## config.mk

```make
export PLATFORM = sky130hd
export DESIGN_NAME = multicycle_sequencer
export DESIGN_NICKNAME = d
export VERILOG_FILES = /design/src/rtl/riscv_ctrl_pkg.sv /design/src/rtl/rom_addr_map.sv /design/src/rtl/multicycle_sequencer.sv
export SDC_FILE = /design/constraint.sdc
export NUM_CORES = 1
export LEC_CHECK = 0
export ABC_AREA = 1
export CAP_MARGIN = 5
export CORE_MARGIN = 8
export CORE_UTILIZATION = 45
export CTS_BUF_LIST = sky130_fd_sc_hd__clkbuf_16
export CTS_CLUSTER_SIZE = 40
export DETAILED_ROUTE_END_ITERATION = 7
export DONT_BUFFER_PORTS = 1
export PLACE_DENSITY = 0.67
export SYNTH_ARGS = -nofsm -noshare
export SYNTH_HDL_FRONTEND = slang
export SYNTH_SLANG_ARGS = --single-unit
```

## constraint.sdc

```tcl
create_clock -name clk -period 3.8 [get_ports clk]
set_input_delay 0.76 -clock clk [delete_from_list [all_inputs] [get_ports clk]]
set_output_delay 0.76 -clock clk [all_outputs]
set_load 0.05 [all_outputs]
```

## src/rtl/riscv_ctrl_pkg.sv

```systemverilog
// Shared types and constants for the RV32I multi-cycle control sequencer.
package riscv_ctrl_pkg;

  typedef enum logic [2:0] {
    S_IDLE,
    S_FETCH,
    S_DECODE,
    S_EXEC,
    S_MEM,
    S_WB,
    S_TRAP
  } state_e;

  // Control-word field positions used by the sequencer itself
  localparam int unsigned REGWEN_BIT = 15;
  localparam int unsigned MEMRW_BIT  = 7;
  localparam int unsigned WBSEL_MSB  = 1;
  localparam int unsigned WBSEL_LSB  = 0;

  localparam logic [1:0] CAUSE_NONE    = 2'b00;
  localparam logic [1:0] CAUSE_ILLEGAL = 2'b01;
  localparam logic [1:0] CAUSE_IMEM    = 2'b10;
  localparam logic [1:0] CAUSE_DMEM    = 2'b11;

  localparam logic [6:0] OP_REG    = 7'b0110011;
  localparam logic [6:0] OP_IMM    = 7'b0010011;
  localparam logic [6:0] OP_LOAD   = 7'b0000011;
  localparam logic [6:0] OP_STORE  = 7'b0100011;
  localparam logic [6:0] OP_BRANCH = 7'b1100011;
  localparam logic [6:0] OP_LUI    = 7'b0110111;
  localparam logic [6:0] OP_AUIPC  = 7'b0010111;
  localparam logic [6:0] OP_JAL    = 7'b1101111;
  localparam logic [6:0] OP_JALR   = 7'b1100111;

  localparam logic [6:0] F7_BASE = 7'b0000000;
  localparam logic [6:0] F7_ALT  = 7'b0100000;

  // Control-ROM entry points
  localparam logic [5:0] A_ADD   = 6'd0;
  localparam logic [5:0] A_SUB   = 6'd1;
  localparam logic [5:0] A_SLL   = 6'd2;
  localparam logic [5:0] A_SLT   = 6'd3;
  localparam logic [5:0] A_SLTU  = 6'd4;
  localparam logic [5:0] A_XOR   = 6'd5;
  localparam logic [5:0] A_SRL   = 6'd6;
  localparam logic [5:0] A_SRA   = 6'd7;
  localparam logic [5:0] A_OR    = 6'd8;
  localparam logic [5:0] A_AND   = 6'd9;
  localparam logic [5:0] A_ADDI  = 6'd10;
  localparam logic [5:0] A_SLTI  = 6'd11;
  localparam logic [5:0] A_SLTIU = 6'd12;
  localparam logic [5:0] A_XORI  = 6'd13;
  localparam logic [5:0] A_ORI   = 6'd14;
  localparam logic [5:0] A_ANDI  = 6'd15;
  localparam logic [5:0] A_SLLI  = 6'd16;
  localparam logic [5:0] A_SRLI  = 6'd17;
  localparam logic [5:0] A_SRAI  = 6'd18;
  localparam logic [5:0] A_LB    = 6'd19;
  localparam logic [5:0] A_LH    = 6'd20;
  localparam logic [5:0] A_LW    = 6'd21;
  localparam logic [5:0] A_LBU   = 6'd22;
  localparam logic [5:0] A_LHU   = 6'd23;
  localparam logic [5:0] A_SB    = 6'd24;
  localparam logic [5:0] A_SH    = 6'd25;
  localparam logic [5:0] A_SW    = 6'd26;
  localparam logic [5:0] A_BEQ   = 6'd27;
  localparam logic [5:0] A_BNE   = 6'd29;
  localparam logic [5:0] A_BLT   = 6'd31;
  localparam logic [5:0] A_BGE   = 6'd33;
  localparam logic [5:0] A_BLTU  = 6'd35;
  localparam logic [5:0] A_BGEU  = 6'd37;
  localparam logic [5:0] A_LUI   = 6'd39;
  localparam logic [5:0] A_AUIPC = 6'd40;
  localparam logic [5:0] A_JAL   = 6'd41;
  localparam logic [5:0] A_JALR  = 6'd42;

endpackage

```

## src/rtl/rom_addr_map.sv

```systemverilog
// Maps the instruction register fields plus branch-compare flags to a control-ROM address.
module rom_addr_map
  import riscv_ctrl_pkg::*;
#(
  parameter int unsigned WIDTH_ADD = 6
) (
  input  logic [6:0]           opcode,
  input  logic [2:0]           funct3,
  input  logic [6:0]           funct7,
  input  logic                 br_eq,
  input  logic                 br_lt,
  input  logic                 br_ltu,
  output logic [WIDTH_ADD-1:0] rom_addr,
  output logic                 illegal
);

  logic [5:0] addr;

  // Branch entries sit in pairs: base when the compare flag is set, base+1 when clear
  always_comb begin
    addr    = A_ADD;
    illegal = 1'b0;
    case (opcode)
      OP_REG: begin
        if (funct7 == F7_BASE) begin
          case (funct3)
            3'd0:    addr = A_ADD;
            3'd1:    addr = A_SLL;
            3'd2:    addr = A_SLT;
            3'd3:    addr = A_SLTU;
            3'd4:    addr = A_XOR;
            3'd5:    addr = A_SRL;
            3'd6:    addr = A_OR;
            default: addr = A_AND;
          endcase
        end else if (funct7 == F7_ALT && funct3 == 3'd0) begin
          addr = A_SUB;
        end else if (funct7 == F7_ALT && funct3 == 3'd5) begin
          addr = A_SRA;
        end else begin
          illegal = 1'b1;
        end
      end
      OP_IMM: begin
        case (funct3)
          3'd0: addr = A_ADDI;
          3'd2: addr = A_SLTI;
          3'd3: addr = A_SLTIU;
          3'd4: addr = A_XORI;
          3'd6: addr = A_ORI;
          3'd7: addr = A_ANDI;
          3'd1: begin
            if (funct7 == F7_BASE) addr = A_SLLI;
            else                   illegal = 1'b1;
          end
          default: begin
            if (funct7 == F7_BASE)     addr = A_SRLI;
            else if (funct7 == F7_ALT) addr = A_SRAI;
            else                       illegal = 1'b1;
          end
        endcase
      end
      OP_LOAD: begin
        case (funct3)
          3'd0:    addr = A_LB;
          3'd1:    addr = A_LH;
          3'd2:    addr = A_LW;
          3'd4:    addr = A_LBU;
          3'd5:    addr = A_LHU;
          default: illegal = 1'b1;
        endcase
      end
      OP_STORE: begin
        case (funct3)
          3'd0:    addr = A_SB;
          3'd1:    addr = A_SH;
          3'd2:    addr = A_SW;
          default: illegal = 1'b1;
        endcase
      end
      OP_BRANCH: begin
        case (funct3)
          3'd0:    addr = A_BEQ  + {5'd0, ~br_eq};
          3'd1:    addr = A_BNE  + {5'd0, ~br_eq};
          3'd4:    addr = A_BLT  + {5'd0, ~br_lt};
          3'd5:    addr = A_BGE  + {5'd0, ~br_lt};
          3'd6:    addr = A_BLTU + {5'd0, ~br_ltu};
          3'd7:    addr = A_BGEU + {5'd0, ~br_ltu};
          default: illegal = 1'b1;
        endcase
      end
      OP_LUI:   addr = A_LUI;
      OP_AUIPC: addr = A_AUIPC;
      OP_JAL:   addr = A_JAL;
      OP_JALR: begin
        if (funct3 == 3'd0) addr = A_JALR;
        else                illegal = 1'b1;
      end
      default: illegal = 1'b1;
    endcase
  end

  assign rom_addr = WIDTH_ADD'(addr);

endmodule

```

## src/rtl/multicycle_sequencer.sv

```systemverilog
// Multi-cycle RV32I control sequencer: FETCH/DECODE/EXEC/MEM/WB with bus timeouts and a sticky TRAP.
module multicycle_sequencer
  import riscv_ctrl_pkg::*;
#(
  parameter int unsigned WIDTH_ADD  = 6,
  parameter int unsigned WIDTH_DATA = 20,
  parameter int unsigned TIMEOUT    = 16
) (
  input  logic                  clk,
  input  logic                  rst,
  input  logic [31:0]           instr,
  input  logic                  imem_ready,
  input  logic                  dmem_ready,
  input  logic                  br_eq,
  input  logic                  br_lt,
  input  logic                  br_ltu,
  input  logic [WIDTH_DATA-1:0] ctrl_word,
  output logic [WIDTH_ADD-1:0]  rom_addr,
  output logic [31:0]           ir,
  output logic [WIDTH_DATA-1:0] ctrl_q,
  output logic                  imem_req,
  output logic                  dmem_req,
  output logic                  mem_we,
  output logic                  reg_we,
  output logic                  pc_we,
  output logic                  trap,
  output logic [1:0]            trap_cause,
  output logic [31:0]           instret
);

  localparam int unsigned     CNT_W    = $clog2(TIMEOUT);
  localparam logic [CNT_W-1:0] CNT_LAST = CNT_W'(TIMEOUT - 1);

  state_e           state;
  logic [CNT_W-1:0] wait_cnt;
  logic             illegal;
  logic             is_mem;

  rom_addr_map #(
    .WIDTH_ADD (WIDTH_ADD)
  ) u_map (
    .opcode   (ir[6:0]),
    .funct3   (ir[14:12]),
    .funct7   (ir[31:25]),
    .br_eq    (br_eq),
    .br_lt    (br_lt),
    .br_ltu   (br_ltu),
    .rom_addr (rom_addr),
    .illegal  (illegal)
  );

  // Loads write back memory data (WBSel==00); stores are flagged by MemRW
  assign is_mem = (ctrl_q[REGWEN_BIT] && (ctrl_q[WBSEL_MSB:WBSEL_LSB] == 2'b00))
                || ctrl_q[MEMRW_BIT];

  // Strobes are set on the transition into their phase so they come straight from flops
  always_ff @(posedge clk or posedge rst) begin
    if (rst) begin
      state      <= S_IDLE;
      wait_cnt   <= '0;
      ir         <= '0;
      ctrl_q     <= '0;
      instret    <= '0;
      trap_cause <= CAUSE_NONE;
      trap       <= 1'b0;
      imem_req   <= 1'b0;
      dmem_req   <= 1'b0;
      mem_we     <= 1'b0;
      reg_we     <= 1'b0;
      pc_we      <= 1'b0;
    end else begin
      case (state)
        S_IDLE: begin
          state    <= S_FETCH;
          imem_req <= 1'b1;
          wait_cnt <= '0;
        end
        S_FETCH: begin
          if (imem_ready) begin
            ir       <= instr;
            imem_req <= 1'b0;
            state    <= S_DECODE;
          end else if (wait_cnt == CNT_LAST) begin
            imem_req   <= 1'b0;
            trap       <= 1'b1;
            trap_cause <= CAUSE_IMEM;
            state      <= S_TRAP;
          end else begin
            wait_cnt <= wait_cnt + CNT_W'(1);
          end
        end
        S_DECODE: begin
          if (illegal) begin
            trap       <= 1'b1;
            trap_cause <= CAUSE_ILLEGAL;
            state      <= S_TRAP;
          end else begin
            ctrl_q <= ctrl_word;
            state  <= S_EXEC;
          end
        end
        S_EXEC: begin
          if (is_mem) begin
            dmem_req <= 1'b1;
            mem_we   <= ctrl_q[MEMRW_BIT];
            wait_cnt <= '0;
            state    <= S_MEM;
          end else begin
            reg_we <= ctrl_q[REGWEN_BIT];
            pc_we  <= 1'b1;
            state  <= S_WB;
          end
        end
        S_MEM: begin
          if (dmem_ready) begin
            dmem_req <= 1'b0;
            mem_we   <= 1'b0;
            reg_we   <= ctrl_q[REGWEN_BIT];
            pc_we    <= 1'b1;
            state    <= S_WB;
          end else if (wait_cnt == CNT_LAST) begin
            dmem_req   <= 1'b0;
            mem_we     <= 1'b0;
            trap       <= 1'b1;
            trap_cause <= CAUSE_DMEM;
            state      <= S_TRAP;
          end else begin
            wait_cnt <= wait_cnt + CNT_W'(1);
          end
        end
        S_WB: begin
          reg_we   <= 1'b0;
          pc_we    <= 1'b0;
          instret  <= instret + 32'd1;
          imem_req <= 1'b1;
          wait_cnt <= '0;
          state    <= S_FETCH;
        end
        S_TRAP: begin
          state <= S_TRAP;
        end
        default: begin
          state <= S_IDLE;
        end
      endcase
    end
  end

endmodule
```

==> impl.org <==
** Status
- Status :: finished, final reports clean

** Yosys
- Synth unique cells :: 38
- Post-synthesis instance area :: 5020 um2
- Post-synthesis sequential element count :: 99
- Mean instance size in the synthesized netlist :: 8.58 um2
- During synthesis, Yosys emitted a total of 0 warnings.
- Share of synthesized area occupied by flip-flops and latches :: 0.494
- Mapped Cells :: 585
- The number of nets in the synthesized netlist is 646.

** Global routing
- The first global-routing pass estimated 20.6 mm of wire.
- Via count of the first global-routing pass :: 3864
- After global routing the overflow that remains totals 0.
- Global Route Usage Sum :: 0.173
- The initial antenna violation count came to 0.
- Maximum number of pins on one net before global-route repair :: 45

** Setup path
- The worst setup path is of the reg -> out kind.
- End of the worst register-to-register path :: instret[22]
- Of all nets on the critical path, the largest fanout is 10.
- Startpoint types :: flop
- For the worst flop-to-flop path, the logic depth is 9.
- Data on the critical path arrives at its endpoint at 2.55 ns.
- For the worst setup path, the data required time is 3.04 ns.
- Startpoint of the worst register-to-register path :: instret[0]
- Element type at the critical path end :: output pin
- Setup slack on the worst reg-to-reg path comes out at 1.21 ns.

** Placement
- Number of port buffers :: 0
- Post-DP Area :: 5170 um2
- Routability-driven placement finished with a final weighted congestion of 0.913.
- Detailed placement ended at an HPWL of 9.96 mm.

** Drt
- Wire length per cell :: 17.3 um
- After the first detailed-routing iteration, the DRC count stood at 250.
- In the routed design, unresolved DRC markers number 0.
- In this run the remaining antenna-violating nets after routing total 0.
- Across all layers, the routed design uses 3955 vias.
- Summed over all layers, the routed wires come to 12.8 mm.
- Dividing the detail-routed via count by the number of cells gives 5.37.
- Iteration count of the initial detailed-routing pass :: 5

** Die
- After floorplanning, the core was sized to cover 10800 um2.
- Initial core utilization :: 0.463
- Width of the die :: 122 um
- The floorplan step defined a die boundary enclosing 14800 um2.
- From bottom edge to top edge, the die measures 122 um.
- Count of standard-cell rows :: 38
- I/O pin count :: 157

** STA
- Between clock sinks in the finished design, the worst skew comes to 0.00868 ns.
- The tightest hold path in the finished design has a slack of 0.336 ns.
- Post-route minimum period :: 3.31 ns
- Total setup violations reported at the end of the flow :: 0
- In the finished design, the share of the clock period the worst path needs comes to 0.870.
- In the final timing run, aggregate negative setup slack is 0 ns.
- Final Hold Fails :: 0
- Worst slew margin relative to its limit :: 0.385
- Transition at the pin with the smallest max-transition slack :: 0.920 ns
- Setup repair after global routing left no endpoint under its margin.
- Based on the critical path, the design can be clocked at up to 0.303 GHz.
- The max-slew violation count is 0.

** CTS
- Number of H-tree levels :: 3
- The tree is rooted in a clkbuf_16.
- CTS resizes :: 0
- Maximum clock path buffer count :: 2
- TritonCTS created 9 clock buffers.
- For this design, the CTS-stage hold fixing added 0 buffers.
- The later pin in the worst-skew pair is clocked with a latency of 0.34 ns.
- Clock-pin slew reported for the worst setup and hold paths after clock tree synthesis :: 0.07 ns
- TritonCTS built the clock tree.
- # clock sinks :: 99
- Post-CTS timing repair inserted 0 buffers for setup.

** Layout
- Final-layout fill cell count :: 1028
- Most common library cell in the layout ignoring fill and taps :: nand2_1
- Non-Filler Cell Area, Final :: 5460 um2
- Util after Layout :: 0.504
- At the end of the flow, the number of nets in the layout was 652.
- The library cells used most frequently in the layout, excluding fill and tap cells, are 143 x nand2_1, 99 x dfrtp_1, 66 x nor2_1, 56 x inv_1, 45 x nand3_1.
- Number of antenna cells inserted :: 0
- Relative to the synthesized area, the layout overhead comes to 8.88%.
- Ratio of cells with drive above 1 in the final layout :: 0.117

** Pwr
- Cell internal power was estimated by the tool at 0.00231 W.
- Net switching fraction of the power :: 0.526
- Total power consumption of the routed design :: 0.00487 W
- The analysis attributes to cell leakage a power of 2.59 nW.
- Areal power density over the cells :: 891 nW/um2
- Of the total power, the clock network draws 0.187.
- IR analysis of the VDD net gives a maximum drop of 0.557 mV.
- Portion of total power attributed to sequential cells :: 0.567
- Psw :: 0.00256 W
- Part of the total power dissipated in combinational logic :: 0.246

** Flow run
- MaxCap Viol Count :: 0

** Worst hold path
- Path category of the worst min-delay check :: in -> async
[flip-flops by register name, indices dropped and copies added, names as in the netlist]
| signal | flops |
|---|---|
| wait_cnt | 4 |
| mem_we | 1 |
| dmem_req | 1 |
| reg_we | 1 |
| imem_req | 1 |
| ctrl_q | 20 |
| pc_we | 1 |
| trap_cause | 2 |
| instret | 32 |
| state | 3 |
| ir | 32 |
| trap | 1 |
[power groups by stage]
stage               Sequential (W)  Combinational [W]  Clock, W
floorplan                  0.00269           0.000959         0
global placement           0.00278            0.00117         0
detailed placement         0.00280            0.00120         0
CTS                        0.00277            0.00121  0.000930
global route               0.00282            0.00135  0.000972
finish                     0.00276            0.00120  0.000910
[synth_stat cells]
master	count	area share
inv_2	5	0.0037
a21oi_2	1	0.0017
nand2_1	143	0.11
nand2_2	3	0.0037
nor3_2	1	0.0020
nor3b_1	1	0.0015
ha_1	2	0.0050
nand2_4	2	0.0045
nand4_1	16	0.020
nor2_4	4	0.0090
mux2i_1	1	0.0020
o211ai_1	1	0.0015
nor2_2	3	0.0037
a211o_1	1	0.0017
or3b_2	1	0.0017
nor2_1	66	0.049
o22ai_1	4	0.0050
nor3_1	8	0.0080
buf_2	4	0.0040
o2111ai_1	1	0.0017
o21ai_1	1	0.0010
xor2_1	17	0.030
xnor2_1	10	0.017
buf_6	2	0.0045
nor4_1	6	0.0075
mux2_2	23	0.052
nor2_8	1	0.0040
o31ai_1	3	0.0045
inv_1	57	0.043
a21oi_1	23	0.023
nand3_1	45	0.045
nand2_8	1	0.0040
clkbuf_1	3	0.0022
buf_4	1	0.0015
nand3b_1	4	0.0060
o21ai_0	17	0.017
dfrtp_1	99	0.49
nand3_2	4	0.0080
[critical path: stages, from the launching register on]
cell	delay (ns)
dfrtp_1	0.88
inv_1	0.20
nor2_1	0.17
nand2_1	0.08
o21ai_0	0.11
nor3_1	0.06
o21ai_0	0.17
nand4_1	0.54
[cells by family after synthesis]
logic type | after synthesis | synth area share
simple gates | 309 | 0.285
fa+ha+maj | 2 | 0.00499
mux | 24 | 0.0536
buf+inv | 72 | 0.0586
compound gates | 52 | 0.0571
flops | 99 | 0.494
xor+xnor | 27 | 0.0471
[worst max path at each step]
stage | endpoint | start | cells after the start
finish | rom_addr[2] | ir[14] | 7
global route | rom_addr[1] | ir[1] | 6
floorplan | ctrl_q[0] | rst | 1
detailed placement | rom_addr[2] | ir[14] | 7
CTS | rom_addr[2] | ir[14] | 7
global placement | rom_addr[0] | ir[0] | 8
[layout make-up]
class | instances | area [um2] | share of cell area
clock buffers | 9 | 225 | 0.0412
flip-flops and latches | 99 | 2480 | 0.454
well taps | 140 | 175 | 0.0321
clock inverters | 7 | 66.3 | 0.0121
inverters | 62 | 235 | 0.0431
repair buffers | 5 | 37.5 | 0.00687
multi-input cells | 414 | 2250 | 0.411
[per-stage QoR]
stage,std cells,setup WS [ns]
3_3_place_gp,720,0.857
3_5_place_dp,720,0.847
5_1_grt,736,0.307
4_1_cts,736,0.470
2_1_floorplan,585,0.450
6_report,736,0.495
[metal layers]
metal / global-route usage / part of all wire
met1: 0.220 / 0.43
met2: 0.277 / 0.47
met3: 0.0500 / 0.081
met4: 0.0578 / 0.013
met5: 0 / 0
No activity file was read; power rests on OpenSTA's default activity.
